## src/rtl/game_state_ctrl.sv

```systemverilog
// Game-flow controller: BEGIN/PLAY/PAUSE/LEVEL_CLEAR/WIN/LOSE with multi-level progression.
// Optional per-level play timer enabled by defining GAME_TIMER_EN (adds the time_up output).
module game_state_ctrl #(
  parameter int N_BLOCKS   = 50,
  parameter int HEALTH_W   = 4,
  parameter int N_LEVELS   = 3,
  parameter int CLEAR_HOLD = 100,
  parameter int TIME_LIMIT = 1000000,
  localparam int LVL_W     = (N_LEVELS > 1) ? $clog2(N_LEVELS) : 1,
  localparam int BL_W      = $clog2(N_BLOCKS + 1)
) (
  input  logic                clk,
  input  logic                reset,
  input  logic                start,
  input  logic                pause,
  input  logic [HEALTH_W-1:0] health,
  input  logic [N_BLOCKS-1:0] bk_touched,
  output logic [1:0]          game_state,
  output logic                paused,
  output logic                clearing,
  output logic [LVL_W-1:0]    level,
  output logic                level_load,
  output logic [BL_W-1:0]     blocks_left,
`ifdef GAME_TIMER_EN
  output logic                time_up,
`endif
  output logic                state_chg
);

  localparam int HOLD_W = (CLEAR_HOLD > 1) ? $clog2(CLEAR_HOLD) : 1;

  typedef enum logic [2:0] {
    S_BEGIN = 3'd0,
    S_PLAY  = 3'd1,
    S_PAUSE = 3'd2,
    S_CLEAR = 3'd3,
    S_WIN   = 3'd4,
    S_LOSE  = 3'd5
  } state_t;

  state_t             state_q, state_d;
  logic [LVL_W-1:0]   level_q, level_d;
  logic [HOLD_W-1:0]  hold_q, hold_d;
  logic [BL_W-1:0]    blocks_left_q, blocks_left_d;
  logic [1:0]         game_state_q, game_state_d;
  logic               paused_q, paused_d;
  logic               clearing_q, clearing_d;
  logic               level_load_q, level_load_d;
  logic               state_chg_q, state_chg_d;
  logic               all_touched, last_level, health_dead;

  function automatic logic [BL_W-1:0] count_zeros(input logic [N_BLOCKS-1:0] v);
    logic [BL_W-1:0] n;
    n = '0;
    for (int i = 0; i < N_BLOCKS; i++) n = n + BL_W'(!v[i]);
    return n;
  endfunction

  assign all_touched = &bk_touched;
  assign last_level  = (level_q == LVL_W'(N_LEVELS - 1));
  assign health_dead = (health == '0);

`ifdef GAME_TIMER_EN
  localparam int TMR_W = $clog2(TIME_LIMIT + 1);
  logic [TMR_W-1:0] timer_q, timer_d;
  logic             time_up_q, time_up_d;
  logic             timeout, timeout_lose;
  // Timeout fires on the PLAY edge that would complete the TIME_LIMIT-th play cycle.
  assign timeout = (timer_q == TMR_W'(TIME_LIMIT - 1));
`endif

  always_comb begin
    state_d      = state_q;
    level_d      = level_q;
    hold_d       = hold_q;
    level_load_d = 1'b0;
`ifdef GAME_TIMER_EN
    timeout_lose = 1'b0;
`endif
    case (state_q)
      S_BEGIN: begin
        if (start) begin
          state_d      = S_PLAY;
          level_d      = '0;
          level_load_d = 1'b1;
        end
      end
      S_PLAY: begin
        if (all_touched && last_level) begin
          state_d = S_WIN;
        end else if (all_touched) begin
          state_d = S_CLEAR;
          hold_d  = HOLD_W'(CLEAR_HOLD - 1);
        end else if (health_dead) begin
          state_d = S_LOSE;
`ifdef GAME_TIMER_EN
        end else if (timeout) begin
          state_d      = S_LOSE;
          timeout_lose = 1'b1;
`endif
        end else if (pause) begin
          state_d = S_PAUSE;
        end
      end
      S_PAUSE: begin
        if (pause) state_d = S_PLAY;
      end
      S_CLEAR: begin
        if (hold_q == '0) begin
          state_d      = S_PLAY;
          level_load_d = 1'b1;
          if (!last_level) level_d = level_q + LVL_W'(1);
        end else begin
          hold_d = hold_q - HOLD_W'(1);
        end
      end
      S_WIN, S_LOSE: begin
        if (start) begin
          state_d = S_BEGIN;
          level_d = '0;
        end
      end
      default: state_d = S_BEGIN;
    endcase

    case (state_d)
      S_BEGIN:                 game_state_d = 2'b00;
      S_WIN:                   game_state_d = 2'b11;
      S_LOSE:                  game_state_d = 2'b10;
      default:                 game_state_d = 2'b01;
    endcase
    paused_d      = (state_d == S_PAUSE);
    clearing_d    = (state_d == S_CLEAR);
    state_chg_d   = (state_d != state_q);
    blocks_left_d = count_zeros(bk_touched);

`ifdef GAME_TIMER_EN
    // Timer only advances in PLAY and restarts with each new level map.
    timer_d = timer_q;
    if (level_load_d || state_q == S_BEGIN) timer_d = '0;
    else if (state_q == S_PLAY)             timer_d = timer_q + TMR_W'(1);
    time_up_d = (state_d == S_LOSE) && (time_up_q || timeout_lose);
`endif
  end

  always_ff @(posedge clk or posedge reset) begin
    if (reset) begin
      state_q       <= S_BEGIN;
      level_q       <= '0;
      hold_q        <= '0;
      blocks_left_q <= BL_W'(N_BLOCKS);
      game_state_q  <= 2'b00;
      paused_q      <= 1'b0;
      clearing_q    <= 1'b0;
      level_load_q  <= 1'b0;
      state_chg_q   <= 1'b0;
    end else begin
      state_q       <= state_d;
      level_q       <= level_d;
      hold_q        <= hold_d;
      blocks_left_q <= blocks_left_d;
      game_state_q  <= game_state_d;
      paused_q      <= paused_d;
      clearing_q    <= clearing_d;
      level_load_q  <= level_load_d;
      state_chg_q   <= state_chg_d;
    end
  end

`ifdef GAME_TIMER_EN
  always_ff @(posedge clk or posedge reset) begin
    if (reset) begin
      timer_q   <= '0;
      time_up_q <= 1'b0;
    end else begin
      timer_q   <= timer_d;
      time_up_q <= time_up_d;
    end
  end
  assign time_up = time_up_q;
`endif

  assign game_state  = game_state_q;
  assign paused      = paused_q;
  assign clearing    = clearing_q;
  assign level       = level_q;
  assign level_load  = level_load_q;
  assign blocks_left = blocks_left_q;
  assign state_chg   = state_chg_q;

endmodule

```

## config.mk

```make
export PLATFORM = sky130hd
export DESIGN_NAME = game_state_ctrl
export DESIGN_NICKNAME = d
export VERILOG_FILES = /design/src/rtl/game_state_ctrl.sv
export SDC_FILE = /design/constraint.sdc
export NUM_CORES = 1
export LEC_CHECK = 0
export ABC_AREA = 1
export BUFFER_PORTS_ARGS = -buffer_cell sky130_fd_sc_hd__buf_2
export CAP_MARGIN = 20
export CORE_MARGIN = 2
export CORE_UTILIZATION = 30
export CTS_BUF_LIST = sky130_fd_sc_hd__clkbuf_8
export CTS_CLUSTER_SIZE = 25
export DETAILED_ROUTE_END_ITERATION = 8
export PLACE_DENSITY_LB_ADDON = 0.3
export SLEW_MARGIN = 20
export SYNTH_ARGS = -nofsm -noshare
export SYNTH_HDL_FRONTEND = slang
export SYNTH_SLANG_ARGS = --single-unit
```

## constraint.sdc

```tcl
create_clock -name clk -period 2.5 [get_ports clk]
set_input_delay 0.25 -clock clk [delete_from_list [all_inputs] [get_ports clk]]
set_output_delay 0.25 -clock clk [all_outputs]
set_load 0.03 [all_outputs]
```

# After elaboration in Yosys (flattened, before gate mapping)
# Cells that the tools add are included.
totals:
  mem_count: 0
  rom_bits: 0
  ramBits: 0
  latchBits: 0
  output_inout_bits: 14
  inputBits: 58
  regBits: 24
classes:
  mul: 0
  n_eq_ne: 17
  n_div: 0
  shifts: 0
  reduce_logical: 62
  add_sub_neg: 51
  magnitude_cmp: 0
  mux: 21
  bitwise_logic: 0
op_table:
  columns: ["cell", "n"]
  rows:
  - ["adder 6 x 1 -> 6 bit", 44]
  - ["logical NOT 1 bit", 50]
  - ["AND reduction 50 bit", 1]
  - ["2-to-1 mux 3 bit", 8]
  - ["2-to-1 mux 7 bit", 3]
  - ["one-hot mux 3 bit (5 select lines)", 1]
  - ["one-hot mux 7 bit (2 select lines)", 1]
  - ["== test 3 x 2 -> 1 bit (second input constant)", 4]
  - ["== test 3 bit (second input constant)", 4]
  - ["inequality test 2 bit (second input constant)", 5]
  - ["AND reduction 4 bit", 2]
  - ["logical NOT 7 bit", 1]
  - ["subtractor 7 x 1 -> 7 bit (second input constant)", 1]
  - ["adder 5 x 1 -> 6 bit", 1]
  - ["logical NOT 3 bit", 2]
  - ["2-to-1 mux 2 bit", 3]
  - ["one-hot mux 2 bit (3 select lines)", 1]
  - ["adder 4 x 1 -> 5 bit", 1]
  - ["adder 3 x 1 -> 4 bit", 1]
  - ["logical NOT 4 bit", 1]
  - ["one-hot mux 2 bit (2 select lines)", 1]
  - ["nonzero test 2 bit", 2]
  - ["adder 2 x 1 -> 3 bit", 1]
  - ["== test 3 x 1 -> 1 bit (second input constant)", 1]
  - ["other kinds (10)", 11]

# Logic depth before layout (Yosys ltp)
# Gate-level depths: netlist of the first run.
logic_depth:
  word_depth: 50
  mapped_depth: 19

# Worst setup path before layout of the first run
# No wires, ideal clock.
synth_path:
  kind: "input to register"
  start: "input bk_touched[0]"
  end: "register blocks_left_q[4] (netlist: blocks_left[4])"
  stages: 14
  setup_slack_ns: -2.273
  arrival_time_ns: 4.698
  cell_sequence: "inv_1 fa_1 fa_1 fa_1 fa_1 fa_1 fa_1 fa_1 ha_1 fa_1 a21oi_1 nor2_1 nor2_1 xnor2_1"
synth_between:
  elab_chain_len: 50
synth_lines:
  columns: ["element", "line_no", "source"]
  rows:
  - ["from (decl)", "17", "input logic [N_BLOCKS-1:0] bk_touched,"]
  - ["logical NOT 1 bit", "55", "for (int i = 0; i < N_BLOCKS; i++) n = n + BL_W'(!v[i]);"]
  - ["adder 1 x 1 -> 2 bit", "55", null]
  - ["adder 2 x 1 -> 3 bit", "55", null]
  - ["adder 3 x 1 -> 4 bit", "55", null]
  - ["adder 4 x 1 -> 5 bit", "55", null]
  - ["adder 5 x 1 -> 6 bit", "55", null]
  - ["adder 6 x 1 -> 6 bit (44 in series)", "55", null]
  - ["via blocks_left_d[4]", "44", "logic [BL_W-1:0] blocks_left_q, blocks_left_d;"]
  - ["to (signal assigned)", "151", "blocks_left_q <= BL_W'(N_BLOCKS);"]
  - ["to (signal assigned)", "161", "blocks_left_q <= blocks_left_d;"]
  - ["to (decl)", "44", null]
# The timed path passes the listed nets, and every way through them passes these cells.
# A chain may end at the register's enable or synchronous reset.

# Final worst setup path of the first run
layout_path:
  start: "input bk_touched[9]"
  end: "register blocks_left_q[4] (netlist: blocks_left[4])"
layout_between:
  elab_chain_len: 42
layout_lines:
  columns: ["element", "line_no"]
  rows:
  - ["logical NOT 1 bit", "55"]
  - ["adder 6 x 1 -> 6 bit (41 in series)", "55"]
  - ["via blocks_left_d[4]", "44"]
# The timed path passes the listed nets, and every way through them passes these cells.

==> flow_summary_export.csv, run 1 <==
group,metric,value,unit
setup_path,critical_path_buf_inv_count,2,
run,cap_viol_max_count,0,
layout,n_antenna_cell,0,
die,core_area,9284,um2
setup_path,critPathMaxFanout,2,
synth,yosys.cell_types.count,29,
die,num_io_pins,72,
synth,synth.area.top_cells,"fa_1 28%, dfrtp_1 18%, inv_1 15%",
layout,syn2layout_area_growth,31.41,%
drt,wl,6.925,mm
synth,synth_top_cell_area_share,28.46,%
clock_network,clkTransAtPathRegs,90,ps
sta,fin_skew,12.76,ps
setup_path,cp_slowest_cell,"fa_1",
clock_network,cts_made_buffers,3,
synth,yosys_warnings,0,
setup_path,critPathKind,"input pin to flop",
setup_path,r2r_slack,530,ps
layout,fill_cells,993,
clock_network,ctsHtreeMaxLevel,1,
sta,slew_violations,0,
drt,antenna_left,0,
clock_network,cts_tree,"done",
clock_network,clk_latency,270,ps
global_routing,grt_overflow,0,
global_routing,grt_max_degree,25,
placement,numPortBuffers,71,
setup_path,cpLargestDelayFamily,"adder cells",
synth,yosysSeqAreaShare,20.95,%
power_and_ir_drop,power_density,1679,nW/um2
synth,synth_nets,484,
die,die_w,102.0,um
drt,via_count,2582,
global_routing,grt_pass1_wl,11.82,mm
global_routing,grt_pass1_vias,2681,
setup_path,rr_endpoint,"game_state[0]$_DFF_PP0_",
setup_path,cp.arrival,4790,ps
setup_path,crit_path_end_kind,"flop",
drt,drc,0,
synth,avgSynthCellArea,7.732,um2
global_routing,antenna_found_initial,0,
clock_network,clkSinkCount,24,
placement,gp_congestion,0.8820,
worst_hold_path,hold_path.class,"input pin to asynchronous set/reset pin",
layout,final_nets,593,
setup_path,critPathMostFrequentCell,"fa_1",
setup_path,cp.depth,15,
setup_path,path_cells,"buf_8 > fa_1 > inv_2 > fa_2 > fa_1 > fa_1 > fa_1 > fa_1 > fa_1 > ha_2 > fa_2 > a21oi_2 > nor2_1 > nor2_1 > xnor2_1",
synth,synthesis.area,2884,um2
setup_path,cp-start-kind,"input pin",
synth,synth_seq_cells,24,
run_status,status,"complete, but fails checks",
die,die_h,102.0,um
sta,period_needed,4597,ps
sta,final.setup.tns,-11320,ps
die,dieArea,10410,um2
power_and_ir_drop,ir_drop,2.092,mV
setup_path,r2r-start,"hold_q[0]$_DFFE_PP0P_",
run_status,violations,"setup timing",
clock_network,clk_path_buf_depth,2,
sta,hold_violations,0,
sta,fmax,217.5,MHz
clock_network,root_buffer,"clkbuf_8",
setup_path,critical_path_required,2700,ps
placement,hpwl,6.350,mm
drt,dr.pass1.iters,4,
sta,period_share,183.9,%
die,initial_utilization,31.06,%
drt,drtIter0Drc,63,
setup_path,reg2reg_depth,11,
global_routing,track_usage,14.46,%
setup_path,slowest_delay,540,ps
drt,routedWlPerCell,11.35,um
sta,rsz0062_at_grt,"yes",
synth,syn_inst,373,
placement,pre_cts_slack,-2402,ps
drt,viasPerCell,4.233,
synth,synth_top_area_cell,"fa_1",
die,rows,35,
power_and_ir_drop,leakage,2.138,nW
sta,slew_headroom,38.98,%
sta,tightestPinTransition,914.4,ps
sta,setup_violations,6,
sta,timing.final.ws_setup,-2097,ps
layout,drive_above_1_share,31.81,%
Yosys cell counts:
cell type and instances:
nor3_2 1, nand2_2 1, xor2_1 3, nand3_1 15, o21ai_0 9, nand2_4 1, nand3_4 1, nor3_1 2
dfrtp_1 21, buf_8 1, nand2_1 82, inv_2 4, a21oi_2 1, nor2_8 1, xnor2_1 1, nor2_1 31
ha_1 12, o21ai_1 2, fa_1 41, a31oi_1 1, inv_1 113, a21oi_1 7, and2_1 1, o211ai_1 2
nor2_2 7, nand4_1 7, dfstp_2 3, nor4_4 1, nand3_2 1
how the worst max path moves through the flow:
stage                               from                       end  slack (ps)
final                      bk_touched[9]  blocks_left[4]$_DFF_PP1_       -2100
after detailed placement   bk_touched[5]  blocks_left[4]$_DFF_PP1_       -2400
after floorplan            bk_touched[5]  blocks_left[4]$_DFF_PP1_       -2150
after global routing      bk_touched[23]  blocks_left[4]$_DFF_PP1_       -2250
after global placement     bk_touched[5]  blocks_left[4]$_DFF_PP1_       -2360
after CTS                  bk_touched[9]  blocks_left[4]$_DFF_PP1_       -2110
logic make-up after synthesis:
family	count (synthesis)	share of synthesized area, %
and+or+nand+nor	152	24.25
AOI/OAI and AO/OA	22	4.165
DFF	24	20.95
xor gates and xnor gates	4	1.215
adders and majority gates	53	33.67
buffers and inverters	118	15.75
stage by stage:
| stage | hold WS (ps) | utilization, % | power [W] | instances | cell area (um2) |
|---|---|---|---|---|---|
| after floorplan | 262.4 | - | 0.004299 | 373 | 2929 |
| after global placement | 507.2 | 39.54 | 0.005423 | 604 | 3671 |
| after detailed placement | 523.1 | 39.54 | 0.005468 | 604 | 3671 |
| after CTS | 225.0 | 40.63 | 0.006250 | 609 | 3772 |
| after global routing | 259.9 | 40.82 | 0.007144 | 610 | 3790 |
| final | 161.4 | 40.82 | 0.006365 | 610 | 3790 |
per-layer routing:
metal  share of wire, %  global-route usage, %  vias up
met3                6.3                  2.189       10
met1                 45                  19.04     1203
li1                   -                      -     1295
met2                 47                  25.25       74
met4                1.4                  3.179        0
met5                  0                      0        -
cells in the final DEF (no fill, tap or decap), drive strengths merged:
cell type,Yosys,final
a31oi,1,1
nor3,3,3
dfrtp,21,21
clkbuf,0,3
and2,1,1
nand2,84,84
ha,12,12
bufinv,0,1
xor2,3,3
nand4,7,7
nand3,17,17
buf,1,105
o211ai,2,2
inv,117,117
o21ai,11,11
nor4,1,1
a21oi,8,8
nor2,39,39
fa,41,41
dfstp,3,3
xnor2,1,1
state kept, by name, indices dropped and copies added (netlist names):
register and count:
blocks_left 6, state_chg 1, game_state 2, level_load 1, state_q 3, level 2
paused 1, clearing 1, hold_q 7
final cells by class:
| class | count | area, um2 | share of cell area [%] |
|---|---|---|---|
| multi-input cells | 231 | 1883 | 49.69 |
| repair buffers | 105 | 630.6 | 16.64 |
| flip-flops and latches | 24 | 604.3 | 15.95 |
| inverters | 117 | 439.2 | 11.59 |
| well taps | 129 | 161.4 | 4.259 |
| clock buffers | 3 | 41.29 | 1.089 |
| clock inverters | 1 | 30.03 | 0.7923 |
where the power goes:
part / switching, W / internal (W) / total, W
logic: 0.00278 / 0.00258 / 0.00535
registers: 0.0000517 / 0.000616 / 0.000668
clock network: 0.000130 / 0.000214 / 0.000344
total: 0.00296 / 0.00341 / 0.00636
what timing repair did:
action,in CTS,in global routing
hold buffers,0,0
gates cloned,0,0
resized for setup,8,6
endpoints found under the setup margin,6,6
pin swaps,9,1
setup buffers,2,2
Power figures use the tool's default switching activity.
==> run 2, diff against run 1 <==
--- a/config.mk
+++ b/config.mk
@@ -8,7 +8,7 @@
 export ABC_AREA = 1
 export BUFFER_PORTS_ARGS = -buffer_cell sky130_fd_sc_hd__buf_2
 export CAP_MARGIN = 20
-export CORE_MARGIN = 2
+export CORE_MARGIN = 3
 export CORE_UTILIZATION = 30
 export CTS_BUF_LIST = sky130_fd_sc_hd__clkbuf_8
 export CTS_CLUSTER_SIZE = 25
==> flow_summary_export.csv, run 2 (same netlist as run 1, synthesis figures left out) <==
group,metric,value,unit
run_status,status,"complete, but fails checks",
run_status,violations,"setup timing",
layout,final_util,40.24,%
layout,largest_reg_flops,7,
layout,final_cells,603,
layout,syn2layout_area_growth,29.54,%
sta,period_share,186.3,%
power_and_ir_drop,combPwrFrac,85.1,%
placement,gp_congestion,0.8191,
die,initial_utilization,31.06,%
setup_path,critPathKind,"input pin to flop",
setup_path,critPathMaxFanout,2,
die,die_h,104.0,um
placement,numPortBuffers,71,
layout,n_antenna_cell,0,
global_routing,grt_pass1_wl,11.70,mm
global_routing,grt_pass1_vias,2643,
setup_path,slowest_delay,550,ps
die,rows,35,
layout,layout_commonest_cell,"inv_1",
placement,dp.cells,598,
sta,rsz0062_at_grt,"yes",
setup_path,cp-start-kind,"input pin",
sta,tightestPinTransition,914.6,ps
clock_network,cts_hold_buf,0,
sta,fin_skew,1.983,ps
power_and_ir_drop,power_density,1652,nW/um2
clock_network,cts_made_buffers,3,
setup_path,critical_path_required,2690,ps
power_and_ir_drop,leakage,2.098,nW
power_and_ir_drop,pwr-share-seq,10.8,%
setup_path,cp.arrival,4850,ps
drt,viasPerCell,4.231,
setup_path,path_cells,"buf_8 > fa_1 > inv_2 > fa_2 > fa_1 > fa_1 > fa_1 > fa_1 > fa_1 > ha_2 > fa_2 > a21oi_1 > nor2_1 > nor2_1 > xnor2_1",
clock_network,clk_path_buf_depth,2,
clock_network,ctsHtreeMaxLevel,1,
sta,hold_violations,0,
drt,antenna_left,0,
global_routing,grt_max_degree,25,
sta,worst_hold_slack,172.1,ps
placement,hpwl,6.366,mm
drt,via_count,2551,
power_and_ir_drop,sw_frac_of_total,47.16,%
global_routing,grt_overflow,0,
drt,wl,6.974,mm
layout,drive_above_1_share,31.65,%
die,num_io_pins,72,
setup_path,cp_slowest_cell,"fa_1",
setup_path,critPathMostFrequentCell,"fa_1",
layout,final_cell_mix,"99 x inv_1, 82 x nand2_1, 66 x buf_2",
run,cap_viol_max_count,0,
sta,fmax,214.7,MHz
global_routing,track_usage,13.03,%
power_and_ir_drop,power,0.006171,W
layout,top_register,"hold_q",
clock_network,cts_tree,"done",
layout,fill_cells,1005,
power_and_ir_drop,power.internal,0.003261,W
sta,slew_violations,0,
drt,routedWlPerCell,11.57,um
power_and_ir_drop,power.share.clock,4.2,%
global_routing,antenna_found_initial,0,
die,die_w,104.0,um
drt,drtIter0Drc,96,
worst_hold_path,hold_path.class,"input pin to asynchronous set/reset pin",
clock_network,clk_latency,260,ps
sta,setup_violations,6,
die,dieArea,10830,um2
power_and_ir_drop,switchingPower,0.002910,W
sta,period_needed,4658,ps
die,core_area,9284,um2
clock_network,root_buffer,"clkbuf_8",
power_and_ir_drop,ir_drop,1.706,mV
clock_network,clkSinkCount,24,
layout,final_nets,586,
setup_path,crit_path_end_kind,"flop",
placement,pre_cts_slack,-2449,ps
sta,timing.final.ws_setup,-2158,ps
drt,drc,0,
sta,slew_headroom,38.96,%
clock_network,clkTransAtPathRegs,80,ps
drt,dr.pass1.iters,4,
==> run 2: changes by cell type in the layout (fill, tap and decap cells not counted), sizes merged <==
cell / previous run / this run
clkbuf: 3 / 4
buf: 105 / 98
bufinv: 1 / 0
==> run 2: layout make-up <==
class                      count  area, um2  area share [%]
inverter                     117      439.2           11.75
timing repair buffer          98      596.8           15.97
sequential                    24      604.3           16.18
clock buffer                   4      55.05           1.474
multi-input combinational    231       1879           50.30
tap                          129      161.4           4.320
==> run 2: final timing paths <==
kind | to | startpoint | slack (ps) | cells past startpoint
max | blocks_left[4]$_DFF_PP1_ | bk_touched[5] | -2160 | 15
min | blocks_left[2]$_DFF_PP0_ | reset | 170 | 2
max reg2reg | game_state[0]$_DFF_PP0_ | hold_q[0]$_DFFE_PP0P_ | 530 | 11
min reg2reg | level[1]$_DFFE_PP0P_ | level[1]$_DFFE_PP0P_ | 540 | 2
max in group asynchronous | paused$_DFF_PP0_ | reset | 1760 | 2
min in group clk | state_chg$_DFF_PP0_ | start | 330 | 5
==> run 2: metrics by stage <==
stage	cell area, um2	TNS, ps
after floorplan	2929	-11430
after global routing	3736	-12080
after global placement	3626	-12870
after detailed placement	3626	-13250
final	3736	-11500
after CTS	3747	-11530
==> run 2: worst max-delay path, delay by kind of cell <==
family / cells / cell delay [ps]
AO/OA/AOI/OAI: 1 / 160
XOR/XNOR: 1 / 140
buffers and inverters: 2 / 150
adder cells (fa/ha/maj): 9 / 3990
AND/OR/NAND/NOR: 2 / 150
==> run 2: metal layers <==
layer | vias up | GRT usage, % | wire [um]
li1 | 1280 | - | -
met1 | 1195 | 17.34 | 3101
met2 | 70 | 23.12 | 3441
met3 | 6 | 1.676 | 383
met4 | 0 | 1.899 | 47
met5 | - | 0 | 0
==> run 2: power groups by stage <==
stage	Sequential (W)	Clock, W	Combinational (W)
after global placement	0.000676	0	0.00474
after CTS	0.000669	0.000267	0.00540
after detailed placement	0.000677	0	0.00487
final	0.000666	0.000257	0.00525
after floorplan	0.000868	0	0.00343
after global routing	0.000679	0.000287	0.00607
==> run 2: repair_timing <==
item | in CTS | in global routing
endpoints found under the hold margin | 0 | 0
endpoints found under the setup margin | 6 | 6
setup buffers | 2 | 2
pin swaps | 11 | 7
gates resized for setup | 16 | 5
gates cloned | 0 | 0
==> run 3, diff against run 2 <==
--- a/config.mk
+++ b/config.mk
@@ -10,10 +10,10 @@
 export CAP_MARGIN = 20
 export CORE_MARGIN = 3
 export CORE_UTILIZATION = 30
-export CTS_BUF_LIST = sky130_fd_sc_hd__clkbuf_8
+export CTS_BUF_LIST = sky130_fd_sc_hd__clkbuf_16
 export CTS_CLUSTER_SIZE = 25
 export DETAILED_ROUTE_END_ITERATION = 8
-export PLACE_DENSITY_LB_ADDON = 0.3
+export PLACE_DENSITY = 0.56
 export SLEW_MARGIN = 20
 export SYNTH_ARGS = -nofsm -noshare
 export SYNTH_HDL_FRONTEND = slang
==> flow_summary_export.csv, run 3 (same netlist as run 1, synthesis figures left out) <==
group,metric,value,unit
global_routing,antenna_found_initial,0,
sta,rsz0062_at_grt,"yes",
sta,fin_skew,1.602,ps
drt,dr.pass1.iters,4,
layout,final_design_area_no_fill,3865,um2
layout,final_cell_mix,"106 x inv_1, 82 x nand2_1, 66 x buf_2",
sta,slew_headroom,40.58,%
power_and_ir_drop,power_density,1694,nW/um2
die,rows,35,
placement,hpwl,6.315,mm
setup_path,cp-start-kind,"input pin",
setup_path,critPathKind,"input pin to flop",
run_status,violations,"setup timing",
setup_path,crit_path_end_kind,"flop",
setup_path,path_cells,"buf_8 > fa_1 > inv_1 > fa_2 > fa_1 > fa_1 > fa_1 > fa_1 > fa_1 > ha_2 > fa_2 > a21oi_2 > nor2_1 > nor2_1 > xnor2_1",
power_and_ir_drop,ir_drop,1.411,mV
drt,drtIter0Drc,61,
global_routing,grt_pass1_wl,12.26,mm
power_and_ir_drop,power.share.clock,6.9,%
setup_path,r2r-start,"hold_q[0]$_DFFE_PP0P_",
layout,layout_commonest_cell,"inv_1",
clock_network,cts_hold_buf,0,
placement,place_area,3701,um2
clock_network,root_buffer,"clkbuf_16",
sta,period_needed,4649,ps
layout,syn2layout_area_growth,34.01,%
power_and_ir_drop,sw_frac_of_total,46.08,%
sta,setup_violations,6,
power_and_ir_drop,pwr-share-seq,10.3,%
run_status,status,"complete, but fails checks",
clock_network,clk_path_buf_depth,2,
global_routing,grt_overflow,0,
setup_path,critPathMaxFanout,2,
layout,drive_above_1_share,31.82,%
global_routing,grt_pass1_vias,2842,
power_and_ir_drop,switchingPower,0.003017,W
clock_network,cts_tree,"done",
sta,timing.final.ws_setup,-2149,ps
global_routing,grt_max_degree,25,
setup_path,cp_slowest_cell,"fa_1",
die,dieArea,10830,um2
drt,wl,6.964,mm
layout,fill_cells,978,
placement,gp_congestion,0.8335,
setup_path,critical_path_required,2690,ps
power_and_ir_drop,leakage,2.177,nW
die,die_w,104.0,um
drt,viasPerCell,4.199,
layout,top_register,"hold_q",
die,die_h,104.0,um
setup_path,critical_path_buf_inv_count,2,
die,num_io_pins,72,
setup_path,critPathMostFrequentCell,"fa_1",
setup_path,reg2reg_depth,11,
worst_hold_path,hold_path.class,"input pin to asynchronous set/reset pin",
layout,regArea,604.3,um2
layout,n_antenna_cell,0,
clock_network,ctsHtreeMaxLevel,1,
drt,antenna_left,0,
sta,tightestPinTransition,890.3,ps
setup_path,r2r_slack,530,ps
clock_network,clkTransAtPathRegs,60,ps
layout,final_nets,596,
die,initial_utilization,31.06,%
layout,final_util,41.63,%
sta,hold_violations,0,
sta,slew_violations,0,
sta,period_share,186.0,%
power_and_ir_drop,power.internal,0.003530,W
clock_network,clk_latency,250,ps
placement,numPortBuffers,71,
setup_path,cpLargestDelayFamily,"adder cells",
global_routing,track_usage,13.79,%
clock_network,cts_made_buffers,3,
power_and_ir_drop,power,0.006547,W
layout,multiInputGateArea,1883,um2
power_and_ir_drop,combPwrFrac,82.8,%
drt,via_count,2574,
placement,pre_cts_slack,-2446,ps
layout,largest_reg_flops,7,
sta,fmax,215.1,MHz
die,core_area,9284,um2
run,cap_viol_max_count,0,
setup_path,cp.arrival,4840,ps
drt,drc,0,
clock_network,clkSinkCount,24,
setup_path,slowest_delay,550,ps
setup_path,rr_endpoint,"game_state[0]$_DFF_PP0_",
drt,routedWlPerCell,11.36,um
==> run 3: changes by cell type in the layout (fill, tap and decap cells not counted) <==
cell	previous run	this run
inv_2	18	11
a21oi_1	6	5
buf_4	26	36
clkbuf_16	0	3
bufinv_16	0	1
a21oi_2	2	3
clkbuf_8	4	0
inv_1	99	106
==> run 3: final cells by class <==
cell class              instances  share of cell area (%)
flip-flops and latches         24                   15.64
inverters                     117                   11.36
clock inverters                 1                  0.7769
repair buffers                108                   17.38
multi-input cells             231                   48.72
well taps                     129                   4.176
clock buffers                   3                   1.942
==> run 3: timing repair <==
action                     4_1_cts  5_1_grt
setup endpoints to repair        6        6
pin swaps                        1        1
resized for setup                4        9
setup buffers                    0        1
cloned                           0        0
==> run 3: power groups by stage <==
stage	clock [W]	combinational [W]	sequential, W
after floorplan	0	0.00343	0.000868
after global placement	0	0.00496	0.000684
after detailed placement	0	0.00509	0.000685
after CTS	0.000461	0.00543	0.000679
after global routing	0.000478	0.00617	0.000686
final	0.000449	0.00542	0.000675
==> run 3: metal layers <==
metal | track usage, % | up-vias | wire length [um]
li1 | - | 1297 | -
met1 | 15.21 | 1208 | 2817
met2 | 27.16 | 55 | 3779
met3 | 2.421 | 14 | 247
met4 | 3.134 | 0 | 119
met5 | 0 | - | 0
==> run 3: metrics by stage <==
step | setup TNS (ps) | hold slack (ps) | instances
2_1_floorplan | -11430 | 262.4 | 373
6_report | -11450 | 175.7 | 613
5_1_grt | -12260 | 279.2 | 613
3_5_place_dp | -13330 | 488.3 | 608
4_1_cts | -11530 | 214.3 | 612
3_3_place_gp | -13070 | 493.3 | 608
==> run 3: how the worst max path moves through the flow <==
stage,from,cells past startpoint,to
2_1_floorplan,bk_touched[5],14,blocks_left[4]$_DFF_PP1_
3_3_place_gp,bk_touched[5],15,blocks_left[4]$_DFF_PP1_
3_5_place_dp,bk_touched[5],15,blocks_left[4]$_DFF_PP1_
4_1_cts,bk_touched[5],15,blocks_left[4]$_DFF_PP1_
5_1_grt,bk_touched[5],15,blocks_left[4]$_DFF_PP1_
6_report,bk_touched[5],15,blocks_left[4]$_DFF_PP1_
==> run 3: worst register-to-register path, delay by kind of cell, from the launching register on <==
family | cells | cell delay [ps]
fa+ha+maj | 1 | 290
buf+inv | 2 | 220
flops | 1 | 360
simple gates | 8 | 1000
